<file path="config.mk">
export PLATFORM = sky130hd
export DESIGN_NAME = div_unit
export DESIGN_NICKNAME = d
export VERILOG_FILES = /design/src/rtl/div_unit_pkg.sv /design/src/rtl/div_unit_add_suber.sv /design/src/rtl/div_unit.sv
export SDC_FILE = /design/constraint.sdc
export NUM_CORES = 1
export LEC_CHECK = 0
export BUFFER_PORTS_ARGS = -buffer_cell sky130_fd_sc_hd__buf_4
export CAP_MARGIN = 20
export CORE_ASPECT_RATIO = 1.75
export CORE_UTILIZATION = 55
export DETAILED_ROUTE_END_ITERATION = 12
export GPL_TIMING_DRIVEN = 0
export PLACE_DENSITY = 0.84
export SLEW_MARGIN = 20
export SYNTH_ARGS = -nofsm -noshare
export SYNTH_HDL_FRONTEND = slang
export SYNTH_SLANG_ARGS = --single-unit
export TNS_END_PERCENT = 5
</file>
<file path="constraint.sdc">
create_clock -name clk -period 8.26 [get_ports clk]
set_clock_uncertainty 0.15 [all_clocks]
set_input_delay 1.239 -clock clk [delete_from_list [all_inputs] [get_ports clk]]
set_output_delay 1.239 -clock clk [all_outputs]
set_load 0.005 [all_outputs]
</file>
<file path="src/rtl/div_unit_pkg.sv">
// div_unit_pkg: shared definitions for the iterative divider and its execute-stage users.
// Holds the divider FSM state encoding, the default datapath width and the
// M-extension funct3 codes that select signed_op and quotient/remainder result.
`ifndef DIV_DATAWIDTH
`define DIV_DATAWIDTH 32
`endif

package div_unit_pkg;

    localparam int DATAWIDTH_DEFAULT = `DIV_DATAWIDTH;

    typedef enum logic [1:0] {
        DIV_IDLE = 2'd0,
        DIV_CALC = 2'd1,
        DIV_FIX  = 2'd2,
        DIV_DONE = 2'd3
    } div_state_e;

    // funct3 codes of the divide group (opcode OP, funct7 = 0000001).
    localparam logic [2:0] F3_DIV  = 3'b100;
    localparam logic [2:0] F3_DIVU = 3'b101;
    localparam logic [2:0] F3_REM  = 3'b110;
    localparam logic [2:0] F3_REMU = 3'b111;

    // DIV and REM are the signed forms (funct3[0] == 0).
    function automatic logic f3_is_signed(input logic [2:0] f3);
        return ~f3[0];
    endfunction

    // REM and REMU select the remainder output (funct3[1] == 1).
    function automatic logic f3_is_rem(input logic [2:0] f3);
        return f3[1];
    endfunction

endpackage

</file>
<file path="src/rtl/div_unit_add_suber.sv">
// add_suber: combinational adder/subtractor, s = a + b or a - b.
// Ports: a, b operands; sub_flag selects subtraction; s result; co carry out
// (with sub_flag=1, co=1 means no borrow, i.e. a >= b unsigned). Latency 0, no flow control.
module add_suber #(
    parameter int DATAWIDTH = 32
) (
    input  logic [DATAWIDTH-1:0] a,
    input  logic [DATAWIDTH-1:0] b,
    input  logic                 sub_flag,
    output logic [DATAWIDTH-1:0] s,
    output logic                 co
);

    logic [DATAWIDTH-1:0] b_eff;

    assign b_eff   = sub_flag ? ~b : b;
    assign {co, s} = {1'b0, a} + {1'b0, b_eff} + {{DATAWIDTH{1'b0}}, sub_flag};

endmodule

</file>
<file path="src/rtl/div_unit.sv">
// div_unit: iterative restoring divider (DIV/DIVU/REM/REMU), one quotient bit per cycle.
// Latency: done DATAWIDTH+2 cycles after start, 1 cycle for divide by zero; with
// DIV_EARLY_OUT_EN defined, |dividend| < |divisor| finishes in 2 cycles.
// Handshake: start is sampled only in IDLE; busy stalls the pipeline, done pulses one cycle.
// Ports: clk, rst (sync, active high), start, signed_op, dividend, divisor in;
// busy, done, quotient, remainder, div_zero out (all registered).
module div_unit
    import div_unit_pkg::*;
#(
    parameter int DATAWIDTH = DATAWIDTH_DEFAULT,
    parameter int CNTW      = $clog2(DATAWIDTH) + 1
) (
    input  logic                 clk,
    input  logic                 rst,
    input  logic                 start,
    input  logic                 signed_op,
    input  logic [DATAWIDTH-1:0] dividend,
    input  logic [DATAWIDTH-1:0] divisor,
    output logic                 busy,
    output logic                 done,
    output logic [DATAWIDTH-1:0] quotient,
    output logic [DATAWIDTH-1:0] remainder,
    output logic                 div_zero
);

    function automatic logic [DATAWIDTH-1:0] neg2c(input logic [DATAWIDTH-1:0] x);
        return ~x + DATAWIDTH'(1);
    endfunction

    div_state_e           state_q;
    logic                 busy_q;
    logic                 done_q;
    logic                 div_zero_q;
    logic [DATAWIDTH-1:0] quo_q;
    logic [DATAWIDTH-1:0] rem_q;
    logic [CNTW-1:0]      cnt_q;
    // dvd_q shifts the dividend out of its MSB while quotient bits shift into
    // its LSB; after DATAWIDTH steps it holds the unsigned quotient.
    logic [DATAWIDTH-1:0] dvd_q;
    logic [DATAWIDTH-1:0] dsr_q;
    logic [DATAWIDTH-1:0] prem_q;
    logic                 q_neg_q;
    logic                 r_neg_q;

    logic [DATAWIDTH-1:0] dvd_mag;
    logic [DATAWIDTH-1:0] dsr_mag;
    logic                 divisor_is_zero;
    logic [DATAWIDTH-1:0] trial;
    logic [DATAWIDTH-1:0] diff;
    logic                 no_borrow;
    logic                 qbit;
    logic [DATAWIDTH-1:0] prem_next;

    assign dvd_mag         = (signed_op && dividend[DATAWIDTH-1]) ? neg2c(dividend) : dividend;
    assign dsr_mag         = (signed_op && divisor[DATAWIDTH-1])  ? neg2c(divisor)  : divisor;
    assign divisor_is_zero = (divisor == '0);

    assign trial = {prem_q[DATAWIDTH-2:0], dvd_q[DATAWIDTH-1]};

    add_suber #(
        .DATAWIDTH(DATAWIDTH)
    ) u_trial_sub (
        .a        (trial),
        .b        (dsr_q),
        .sub_flag (1'b1),
        .s        (diff),
        .co       (no_borrow)
    );

    // The shifted partial remainder is DATAWIDTH+1 bits wide; its top bit
    // (prem_q MSB) is not fed to the subtractor. When it is set the true trial
    // value is >= 2^DATAWIDTH > divisor, so the subtraction always succeeds and
    // the truncated difference is still exact (it is below the divisor).
    assign qbit      = no_borrow | prem_q[DATAWIDTH-1];
    assign prem_next = qbit ? diff : trial;

    always_ff @(posedge clk) begin
        if (rst) begin
            state_q    <= DIV_IDLE;
            busy_q     <= 1'b0;
            done_q     <= 1'b0;
            div_zero_q <= 1'b0;
            quo_q      <= '0;
            rem_q      <= '0;
            cnt_q      <= '0;
            dvd_q      <= '0;
            dsr_q      <= '0;
            prem_q     <= '0;
            q_neg_q    <= 1'b0;
            r_neg_q    <= 1'b0;
        end else begin
            case (state_q)
                DIV_IDLE: begin
                    done_q <= 1'b0;
                    if (start) begin
                        dvd_q   <= dvd_mag;
                        dsr_q   <= dsr_mag;
                        q_neg_q <= signed_op & (dividend[DATAWIDTH-1] ^ divisor[DATAWIDTH-1]);
                        r_neg_q <= signed_op & dividend[DATAWIDTH-1];
                        prem_q  <= '0;
                        cnt_q   <= CNTW'(DATAWIDTH);
                        if (divisor_is_zero) begin
                            // Results are final now; DONE follows directly.
                            quo_q      <= '1;
                            rem_q      <= dividend;
                            div_zero_q <= 1'b1;
                            busy_q     <= 1'b0;
                            done_q     <= 1'b1;
                            state_q    <= DIV_DONE;
                        end else begin
                            busy_q  <= 1'b1;
`ifdef DIV_EARLY_OUT_EN
                            if (dvd_mag < dsr_mag) begin
                                dvd_q   <= '0;
                                prem_q  <= dvd_mag;
                                state_q <= DIV_FIX;
                            end else begin
                                state_q <= DIV_CALC;
                            end
`else
                            state_q <= DIV_CALC;
`endif
                        end
                    end
                end
                DIV_CALC: begin
                    prem_q <= prem_next;
                    dvd_q  <= {dvd_q[DATAWIDTH-2:0], qbit};
                    cnt_q  <= cnt_q - CNTW'(1);
                    if (cnt_q == CNTW'(1)) begin
                        state_q <= DIV_FIX;
                    end
                end
                DIV_FIX: begin
                    quo_q      <= q_neg_q ? neg2c(dvd_q)  : dvd_q;
                    rem_q      <= r_neg_q ? neg2c(prem_q) : prem_q;
                    div_zero_q <= 1'b0;
                    busy_q     <= 1'b0;
                    done_q     <= 1'b1;
                    state_q    <= DIV_DONE;
                end
                DIV_DONE: begin
                    done_q  <= 1'b0;
                    state_q <= DIV_IDLE;
                end
                default: begin
                    state_q <= DIV_IDLE;
                end
            endcase
        end
    end

    assign busy      = busy_q;
    assign done      = done_q;
    assign quotient  = quo_q;
    assign remainder = rem_q;
    assign div_zero  = div_zero_q;

endmodule

</file>
# After elaboration in Yosys (flattened, before gate mapping)
# Cells that the tools add are included.
# classes
add_sub_neg	7
n_mux	30
order_cmp	0
div_mod_pow	0
n_reduce_logical	12
n_bitwise	9
n_eq_ne	7
multipliers	0
n_shift	0
# ops
cell	count
32-bit two-way mux	11
32-bit one-hot mux with 2 select lines	4
32-bit inverter	5
32-bit by 1-bit adder with 32-bit output (second input constant)	4
32-bit by 32-bit adder with 33-bit output	1
33-bit by 1-bit adder with 33-bit output (second input constant)	1
32-bit logical NOT	1
6-bit one-hot mux with 2 select lines	1
2-bit one-hot mux with 4 select lines	1
2-bit AND reduction	4
6-bit by 1-bit == test with 1-bit output (second input constant)	1
1-bit two-way mux	6
2-bit two-way mux	3
6-bit two-way mux	1
2-bit != test (second input constant)	3
6-bit by 1-bit subtractor with 6-bit output (second input constant)	1
2-bit == test (second input constant)	2
1-bit one-hot mux with 2 select lines	2
2-bit nonzero test	2
1-bit one-hot mux with 3 select lines	1
3-bit AND reduction	1
3-bit nonzero test	1
1-bit bitwise AND	2
2-bit by 1-bit == test with 1-bit output (second input constant)	1
4 further kinds	5
# word_totals
mem_bits_rw	0
latchBits	0
romBits	0
word_cells	77
in_bits	68
memories	0
ff_bits	173

# Logic depth before layout (Yosys ltp)
# Gate-level depths: netlist (run 1).
# logic_depth
word_depth	6
depth_mapped	14
mapped_depth_nobuf	12

# Hierarchy
# Synthesis (run 1) repeated with hierarchy kept, for this count alone.
# unflattened
cells_unflattened	1568
hier_area_um2	11915.2
# by_module_without_submodules
mod	area_each_um2	cells_per_inst	seq_area_each_um2	n_inst
div_unit	9796.9	1285	3463.3	1
add_suber	2118.3	283	0.0	1

# Worst setup path before layout (run 1)
# OpenSTA, ideal clock, no wires.
# synth_timing
kind	input -> register
from	input port divisor[13]
to	register rem_q[21] (netlist: remainder[21])
path_slack_ns	4.300
arrival_ns	3.689
path_buffers	1
cell_stages	9
cell_sequence	or4_4 or4_4 nor4b_4 nand4b_2 or2_4 mux2i_4 nor2_2 buf_2 a221o_1
# synth_via
elab_chain_cells	3
# synth_lines
element	line	source
start, declared	div_unit.sv:18	input logic [DATAWIDTH-1:0] divisor,
32-bit logical NOT	div_unit.sv:56	assign divisor_is_zero = (divisor == '0);
2-bit != test (no source line)	-	
3-bit AND reduction (no source line)	-	
end signal, assigned	div_unit.sv:105	rem_q <= dividend;
end signal, assigned	div_unit.sv:136	rem_q <= r_neg_q ? neg2c(prem_q) : prem_q;
end, declared	div_unit.sv:35	logic [DATAWIDTH-1:0] rem_q;
# No other way between the ends.
# A chain may end at the register's enable or synchronous reset.

# Final worst setup path (run 1)
# layout_timing
from	input port divisor[3]
to	register quo_q[7] (netlist: quotient[7])
# layout_via
elab_chain_cells	3
# layout_lines
element	line	source
32-bit logical NOT	div_unit.sv:56	
2-bit != test (no source line)	-	
3-bit AND reduction (no source line)	-	
end signal, assigned	div_unit.sv:135	quo_q <= q_neg_q ? neg2c(dvd_q) : dvd_q;
end, declared	div_unit.sv:34	logic [DATAWIDTH-1:0] quo_q;
# No other way between the ends.

==> results of run 1 <==
-- per-stage QoR --
| step | area (um^2) | instances | util |
|---|---|---|---|
| floorplan | 10940 | 1412 | - |
| global placement | 12240 | 1786 | 0.6346 |
| detailed placement | 12240 | 1786 | 0.6346 |
| CTS | 12820 | 1818 | 0.6652 |
| global route | 12820 | 1818 | 0.6652 |
| finish | 12820 | 1818 | 0.6652 |
-- cell families (layout without fill, tap and decap cells) --
family / after synthesis / in the layout / synth area share
DFF: 173 / 173 / 0.3167
xor gates and xnor gates: 140 / 140 / 0.1121
buffers and inverters: 149 / 314 / 0.05286
and+or+nand+nor: 470 / 470 / 0.1994
adders and majority gates: 43 / 43 / 0.04989
muxes: 8 / 8 / 0.008696
AOI/OAI and AO/OA: 429 / 429 / 0.2603
-- cell type report --
cell class | count | area [um^2]
Clock buffer | 21 | 480.5
Fill cell | 1713 | 6456
Tap cell | 241 | 301.5
Timing Repair Buffer | 133 | 998.5
Clock inverter | 11 | 108.9
Sequential cell | 173 | 3463
Multi-Input combinational cell | 1090 | 6894
Inverter | 62 | 232.7
Buffer | 87 | 345.3
-- cell usage after synthesis, types with 10 or more instances --
cell / count / area [um^2]
a211oi_1: 37 / 277.8
a21o_1: 10 / 75.07
a21oi_1: 94 / 470.5
a221o_1: 15 / 150.1
a22o_1: 11 / 96.34
a311oi_1: 14 / 122.6
a32oi_1: 10 / 87.58
clkbuf_1: 73 / 274.0
dfxtp_1: 173 / 3463
ha_1: 42 / 525.5
inv_1: 62 / 232.7
nand2_1: 154 / 578.1
nand2b_1: 12 / 75.07
nand3_1: 15 / 75.07
nor2_1: 151 / 566.8
nor3_1: 47 / 235.2
nor4_1: 13 / 81.33
o211ai_1: 29 / 217.7
o21ai_0: 98 / 490.5
o22ai_1: 26 / 162.7
o31ai_1: 32 / 240.2
o41ai_1: 15 / 131.4
or3_1: 19 / 118.9
xnor2_1: 71 / 621.9
xor2_1: 69 / 604.3
-- critical path, stage by stage --
cell and delay [ps]:
buf_4 130, or4_1 610, and4bb_1 450, nor4b_4 340
nand4b_2 340, or2_4 370, nand2_1 80, nand2_1 140
clkbuf_1 390, buf_2 330, o22ai_1 140, nor2_1 50
-- path summary, 6_finish.rpt --
check / to / depth (start not counted) / startpoint
min: remainder[5]$_SDFFE_PP0P_ / 2 / remainder[5]$_SDFFE_PP0P_
max: quotient[7]$_SDFFE_PP0P_ / 12 / divisor[3]
max reg2reg: prem_q[0]$_SDFFE_PP0P_ / 14 / dvd_q[31]$_SDFFE_PP0P_
min reg2reg: remainder[5]$_SDFFE_PP0P_ / 2 / remainder[5]$_SDFFE_PP0P_
-- metal layers --
metal | up-vias | track usage
met5 | - | 0
met4 | 0 | 0.3124
met3 | 203 | 0.06503
met2 | 505 | 0.6653
met1 | 5324 | 0.3247
li1 | 5419 | -
-- state kept, by name, summed over array words and instances (netlist names) --
register and flops:
dsr_q 32, quotient 32, cnt_q 6, q_neg_q 1, dvd_q 32, state_q 2, remainder 32, done 1
prem_q 32, busy 1, r_neg_q 1, div_zero 1
-- power groups by stage --
stage	sequential (uW)	clock (uW)	combinational [uW]
floorplan	1110	0	1020
global route	1150	833	1670
global placement	1140	0	1450
CTS	1130	805	1490
detailed placement	1150	0	1480
finish	1130	815	1540
==> results_dict.tcl, run 1 <==
set metrics [dict create \
    status "completed" \
    crit_required_ps 8440 \
    drc 0 \
    post-place-ws_ps 3393 \
    grt_pass1_vias 11193 \
    grt_start_max_net_pins 17 \
    totalWireLength_mm 36.81 \
    postCtsHoldBufs 0 \
    crit_type "primary input to register" \
    rrSetupSlack_ps 4080 \
    yosys_register_bits 173 \
    routed.top_layer "met4" \
    min_period_over_period 0.5395 \
    synth_edf_count 0 \
    max_cap_violations 0 \
    rsz0062_at_grt "no" \
    startpoint_type "primary input" \
    cts_buffers 17 \
    vias 11451 \
    postCtsSetupBuffers 0 \
    gr-total-overflow 0 \
    htreeDepth 4 \
    dr.pass1.iters 6 \
    area_delta_synth_final_pct 17.28 \
    cts_sinks 173 \
    core_area_um2 19280 \
    synth_area_um2 10940 \
    whs_ps 305.1 \
    layout_commonest_cell "dfxtp_1" \
    clkTransAtPathRegs_ps 70 \
    final_nets 1675 \
    crit_fanout 10 \
    cellLeakagePower_uw 0.005088 \
    drive_gt1_frac 0.1211 \
    yosysWarnings 0 \
    pwr-share-seq 0.325 \
    tightest_slew_ps 1079 \
    grt.total_usage 0.3604 \
    fmax_ghz 0.2244 \
    ys.flop_type "dfxtp_1" \
    wl_met3_mm 2.273 \
    drt-met1-wl_mm 12.25 \
    cts_buffer_depth 2 \
    antenna_found_initial 0 \
    ctsResizeCount 0 \
    vdd_drop_max_mv 0.2198 \
    hold_class "register to register" \
    relSlewSlack 0.2740 \
    end_kind "register" \
    p_per_area_nw_per_um2 271.8 \
    fin_ws_ps 3804 \
    netSwitchingPower_uw 1481 \
    synthesis.nets 1523 \
    wire_per_inst_um 20.25 \
    seq_area_frac_synth 0.3167 \
    synthCells 1412 \
    arrival_ps 4630 \
    n_antenna_cell 0 \
    io_pins 135 \
    clockPowerShare 0.234 \
    yosysUniqueCellTypes 65 \
    setup_violations 0 \
    dpl.hpwl_mm 28.64 \
    finalCriticalPeriod_ps 4456 \
    gp_congestion 0.9981 \
    fin_total_pwr_uw 3486 \
    hold_violations 0 \
    swShare 0.4249 \
    portBuffers 133 \
    drtIter0Drc 692 \
    synth-async-reset-ratio 0 \
    drt-vias-per-instance 6.299 \
    syn_avg_cell_area_um2 7.745 \
    grt_pass1_wl_mm 55.99 \
    final.setup.tns_ps 0 \
    cts_root_buf "clkbuf_16" \
    rows 67 \
    p_int_uw 2005 \
    mostFrequentLayoutCells "dfxtp_1, nand2_1, nor2_1" \
    ant_nets 0 \
    dieHeight_um 188.5 \
    p_comb_frac 0.441 \
    clkLatencyLatePin_ps 450 \
    cts_tree "done" \
    finalMaxSlewViolations 0 \
    start_util 0.5672 \
    die_x_um 108.6 \
    die_area_um2 20470 \
    wl_met2_mm 19.23 \
]
(Power assumes the default switching activity.)
==> run 2, diff against run 1 <==
--- a/config.mk
+++ b/config.mk
@@ -8,10 +8,10 @@
 export BUFFER_PORTS_ARGS = -buffer_cell sky130_fd_sc_hd__buf_4
 export CAP_MARGIN = 20
 export CORE_ASPECT_RATIO = 1.75
-export CORE_UTILIZATION = 55
+export CORE_UTILIZATION = 54
 export DETAILED_ROUTE_END_ITERATION = 12
 export GPL_TIMING_DRIVEN = 0
-export PLACE_DENSITY = 0.84
+export PLACE_DENSITY = 0.86
 export SLEW_MARGIN = 20
 export SYNTH_ARGS = -nofsm -noshare
 export SYNTH_HDL_FRONTEND = slang
==> constraint.sdc (replaced) <==
create_clock -name clk -period 3.9 [get_ports clk]
set_clock_uncertainty 0.15 [all_clocks]
set_input_delay 0.585 -clock clk [delete_from_list [all_inputs] [get_ports clk]]
set_output_delay 0.585 -clock clk [all_outputs]
set_load 0.005 [all_outputs]
==> results_dict.tcl, run 2 (synthesis gave the netlist of run 1 again) <==
set metrics [dict create \
    final_nets 1675 \
    min_period_over_period 0.9699 \
    rrSetupSlack_ps 120 \
    antenna_found_initial 0 \
    p_int_uw 4126 \
    p_comb_frac 0.447 \
    startpoint_type "register" \
    r2r_cells 13 \
    hold_start "dividend[29]" \
    cts_buffer_depth 2 \
    postCtsSetupBuffers 0 \
    rr_startpoint "dvd_q[31]$_SDFFE_PP0P_" \
    fmax_ghz 0.2644 \
    clkLatencyLatePin_ps 440 \
    dpl-instance-area_um2 12240 \
    placed_cells 1790 \
    tightest_slew_ps 1011 \
    grt.total_usage 0.3547 \
    vdd_drop_max_mv 0.4226 \
    io_pins 135 \
    drt-vias-per-instance 6.251 \
    final_cell_area_um2 12790 \
    portBuffers 133 \
    clockPowerShare 0.220 \
    crit_required_ps 4080 \
    finalMaxSlewViolations 0 \
    rsz0062_at_grt "no" \
    setup_violations 0 \
    max_cap_violations 0 \
    cellLeakagePower_uw 0.005077 \
    die_area_um2 20850 \
    relSlewSlack 0.3258 \
    cts_sinks 173 \
    totalWireLength_mm 36.09 \
    netSwitchingPower_uw 3090 \
    post-place-ws_ps -263.2 \
    clkTransAtPathRegs_ps 70 \
    gp_congestion 1.013 \
    worstReg2RegEnd "prem_q[0]$_SDFFE_PP0P_" \
    gr-total-overflow 0 \
    pwr-share-seq 0.332 \
    drive_gt1_frac 0.1256 \
    cts_buffers 17 \
    status "completed" \
    postCtsHoldBufs 0 \
    hold_class "primary input to register" \
    cts_tree "done" \
    cts_root_buf "clkbuf_16" \
    core_area_um2 19820 \
    start_util 0.5516 \
    vias 11390 \
    area_delta_synth_final_pct 16.99 \
    dr.pass1.iters 6 \
    hold_end "remainder[29]$_SDFFE_PP0P_" \
    final.setup.tns_ps 0 \
    crit_fanout 10 \
    hold_violations 0 \
    grt_start_max_net_pins 17 \
    dpl.hpwl_mm 28.10 \
    drtIter0Drc 904 \
    whs_path_depth 2 \
    ant_nets 0 \
    htreeDepth 4 \
    crit_start "dvd_q[31]$_SDFFE_PP0P_" \
    n_antenna_cell 0 \
    drc 0 \
    mostFrequentLayoutCells "dfxtp_1, nand2_1, nor2_1" \
    end_kind "register" \
    layout_commonest_cell "dfxtp_1" \
    arrival_ps 3960 \
    fin_ws_ps 117.4 \
    final_cell_count_no_fill 1822 \
    swShare 0.4282 \
    finalCriticalPeriod_ps 3783 \
    crit_type "register to register" \
    wire_per_inst_um 19.81 \
    die_x_um 109.6 \
    grt_pass1_vias 11265 \
    grt_pass1_wl_mm 56.10 \
    p_per_area_nw_per_um2 564.0 \
    dieHeight_um 190.3 \
    rows 68 \
]
-- run 2: area by class of cell --
type,count,area (um^2)
fillers,1742,7030
inverters,62,232.7
clock buffers,19,442.9
plain buffers,86,352.8
well taps,245,306.5
flip-flops and latches,173,3463
repair buffers,134,1003
clock inverters,13,92.59
multi-input cells,1090,6899
-- run 2: worst max path at each step --
stage,end,depth (start not counted)
after global placement,quotient[12]$_SDFFE_PP0P_,12
final,prem_q[0]$_SDFFE_PP0P_,13
after detailed placement,quotient[10]$_SDFFE_PP0P_,12
after global routing,quotient[13]$_SDFFE_PP0P_,12
after CTS,prem_q[0]$_SDFFE_PP0P_,14
after floorplan,remainder[21]$_SDFFE_PP0P_,9
-- run 2: routing by layer --
metal	global-route usage	vias up	part of all wire
li1	-	5410	-
met1	0.3242	5216	0.33
met2	0.6255	555	0.51
met3	0.08100	209	0.070
met4	0.3359	0	0.097
met5	0	-	0
-- run 2: worst max-delay path, stage by stage, from the launching register on --
cell and delay (ps):
dfxtp_1 410, inv_1 140, ha_1 280, fa_1 420, nor2b_1 170, o31ai_1 120, a32o_1 340, o211a_1 280
or2_2 350, o211a_2 370, buf_4 220, nand2_1 120, o21ai_1 90, a22o_1 200
-- run 2: power groups by stage --
| stage | registers (uW) | clock network (uW) | logic, uW |
|---|---|---|---|
| 6_report | 2400 | 1590 | 3230 |
| 3_5_place_dp | 2430 | 0 | 3110 |
| 2_1_floorplan | 2350 | 0 | 2160 |
| 3_3_place_gp | 2410 | 0 | 3050 |
| 5_1_grt | 2440 | 1640 | 3540 |
| 4_1_cts | 2390 | 1570 | 3130 |
-- run 2: per-stage QoR --
step	util	power, uW	hold WS, ps
after global routing	0.6454	7611	275.9
after global placement	0.6175	5457	293.3
after CTS	0.6448	7087	258.6
final	0.6454	7216	261.8
after detailed placement	0.6175	5538	298.2
after floorplan	-	4510	281.9
-- run 2: what timing repair did --
action | CTS | global route
pin swaps | 0 | 0
gates resized for setup | 4 | 12
endpoints found under the hold margin | 0 | 0
endpoints found under the setup margin | 24 | 33
gates cloned | 0 | 0
==> run 3, diff against run 2 <==
==> constraint.sdc (replaced) <==
create_clock -name clk -period 3.3 [get_ports clk]
set_clock_uncertainty 0.15 [all_clocks]
set_input_delay 0.495 -clock clk [delete_from_list [all_inputs] [get_ports clk]]
set_output_delay 0.495 -clock clk [all_outputs]
set_load 0.005 [all_outputs]
==> results_dict.tcl, run 3 (synthesis gave the netlist of run 1 again) <==
set metrics [dict create \
    status "completed" \
    p_per_area_nw_per_um2 664.4 \
    grt_pass1_wl_mm 56.56 \
    cts_root_buf "clkbuf_16" \
    cts_buffer_depth 2 \
    rrSetupSlack_ps 6 \
    post-place-ws_ps -809.0 \
    dr.pass1.iters 5 \
    p_comb_frac 0.453 \
    rows 68 \
    arrival_ps 3500 \
    relSlewSlack 0.3163 \
    grt_start_max_net_pins 17 \
    num-fill-cells 1705 \
    tightest_slew_ps 1026 \
    start_util 0.5516 \
    clkTransAtPathRegs_ps 70 \
    dieHeight_um 190.3 \
    ant_nets 0 \
    dpl.hpwl_mm 28.10 \
    grt.total_usage 0.3580 \
    max_cap_violations 0 \
    cts_buffers 17 \
    crit_fanout 7 \
    final.setup.tns_ps 0 \
    cellLeakagePower_uw 0.005144 \
    max_stage_delay_ps 600 \
    final_nets 1675 \
    final_cell_area_um2 12990 \
    worst-path-buf-inv 0 \
    min_period_over_period 0.9980 \
    final_cell_count_no_fill 1822 \
    drive_gt1_frac 0.1471 \
    end_kind "register" \
    wire_per_inst_um 19.92 \
    hold_violations 0 \
    grt_pass1_vias 11285 \
    netSwitchingPower_uw 3701 \
    swShare 0.4290 \
    startpoint_type "register" \
    mostFrequentLayoutCells "dfxtp_1, nand2_1, nor2_1" \
    critPathSlowestCell "or4b_2" \
    die_x_um 109.6 \
    cts_tree "done" \
    path_cells "ha_1, and4_1, a21oi_1, o21ai_0, a311oi_4, o31ai_4, nand4_1, a21oi_1, or4b_2, o211ai_1" \
    crit_type "register to register" \
    portBuffers 133 \
    hold_class "primary input to register" \
    io_pins 135 \
    layout_commonest_cell "dfxtp_1" \
    antenna_found_initial 0 \
    area_delta_synth_final_pct 18.74 \
    vdd_drop_max_mv 0.5006 \
    htreeDepth 4 \
    core_area_um2 19820 \
    fmax_ghz 0.3036 \
    setup_violations 0 \
    pwr-share-seq 0.329 \
    fin_ws_ps 6.458 \
    postCtsHoldBufs 0 \
    gr-total-overflow 0 \
    post-route-util 0.6550 \
    cts_sinks 173 \
    rsz0062_at_grt "yes" \
    finalCriticalPeriod_ps 3294 \
    totalWireLength_mm 36.30 \
    finalMaxSlewViolations 0 \
    drtIter0Drc 930 \
    crit_family "compound AO/OA/AOI/OAI gates" \
    drc 0 \
    gp_congestion 1.013 \
    crit_required_ps 3510 \
    clockPowerShare 0.218 \
    p_int_uw 4926 \
    critical_path.most_common_cell "a21oi_1" \
    dpl-instance-area_um2 12240 \
    placed_cells 1790 \
    drt-vias-per-instance 6.324 \
    clkLatencyLatePin_ps 440 \
    n_antenna_cell 0 \
    die_area_um2 20850 \
    vias 11523 \
]
## run 3: final cells by class
class / count / area [um^2] / share of cell area
Multi-Input combinational cell: 1090 / 7058 / 0.5436
Timing Repair Buffer: 135 / 1013 / 0.07805
Clock buffer: 19 / 442.9 / 0.03411
Clock inverter: 13 / 92.59 / 0.007130
Inverter: 62 / 232.7 / 0.01792
Buffer: 85 / 369.1 / 0.02843
Sequential cell: 173 / 3470 / 0.2672
Tap cell: 245 / 306.5 / 0.02361
## run 3: worst paths after layout
kind / depth (start not counted) / to / from
worst max-delay path: 10 / prem_q[31]$_SDFFE_PP0P_ / prem_q[7]$_SDFFE_PP0P_
worst min-delay path: 2 / remainder[23]$_SDFFE_PP0P_ / dividend[23]
worst min register to register: 2 / remainder[1]$_SDFFE_PP0P_ / remainder[1]$_SDFFE_PP0P_
worst max register to register: 10 / prem_q[31]$_SDFFE_PP0P_ / prem_q[7]$_SDFFE_PP0P_
## run 3: repair_timing
action | 4_1_cts | 5_1_grt
gates resized for setup | 27 | 41
pin swaps | 1 | 1
endpoints found under the setup margin | 90 | 75
buffers inserted | 2 | 0
## run 3: layer usage
| metal | track usage | routed length [um] | vias to the layer above |
|---|---|---|---|
| li1 | - | - | 5413 |
| met1 | 0.3261 | 11890 | 5308 |
| met2 | 0.6282 | 18450 | 592 |
| met3 | 0.08954 | 2534 | 210 |
| met4 | 0.3369 | 3419 | 0 |
| met5 | 0 | 0 | - |
## run 3: worst register-to-register path: stages, from the launching register on
cell      delay [ps]
dfxtp_1          500
ha_1             360
and4_1           280
a21oi_1          160
o21ai_0          190
a311oi_4         480
o31ai_4          160
nand4_1          140
a21oi_1           70
or4b_2           600
o211ai_1         100
## run 3: metrics by stage
step	total power, uW	hold slack (ps)
6_report	8628	167.1
2_1_floorplan	5330	281.9
3_3_place_gp	6449	293.3
3_5_place_dp	6544	298.2
5_1_grt	9104	185.9
4_1_cts	8425	168.6
## run 3: power by group through the flow
stage / sequential, uW / clock (uW) / combinational (uW)
6_report: 2840 / 1880 / 3910
4_1_cts: 2830 / 1850 / 3750
2_1_floorplan: 2780 / 0 / 2550
3_3_place_gp: 2850 / 0 / 3600
5_1_grt: 2890 / 1930 / 4280
3_5_place_dp: 2870 / 0 / 3680
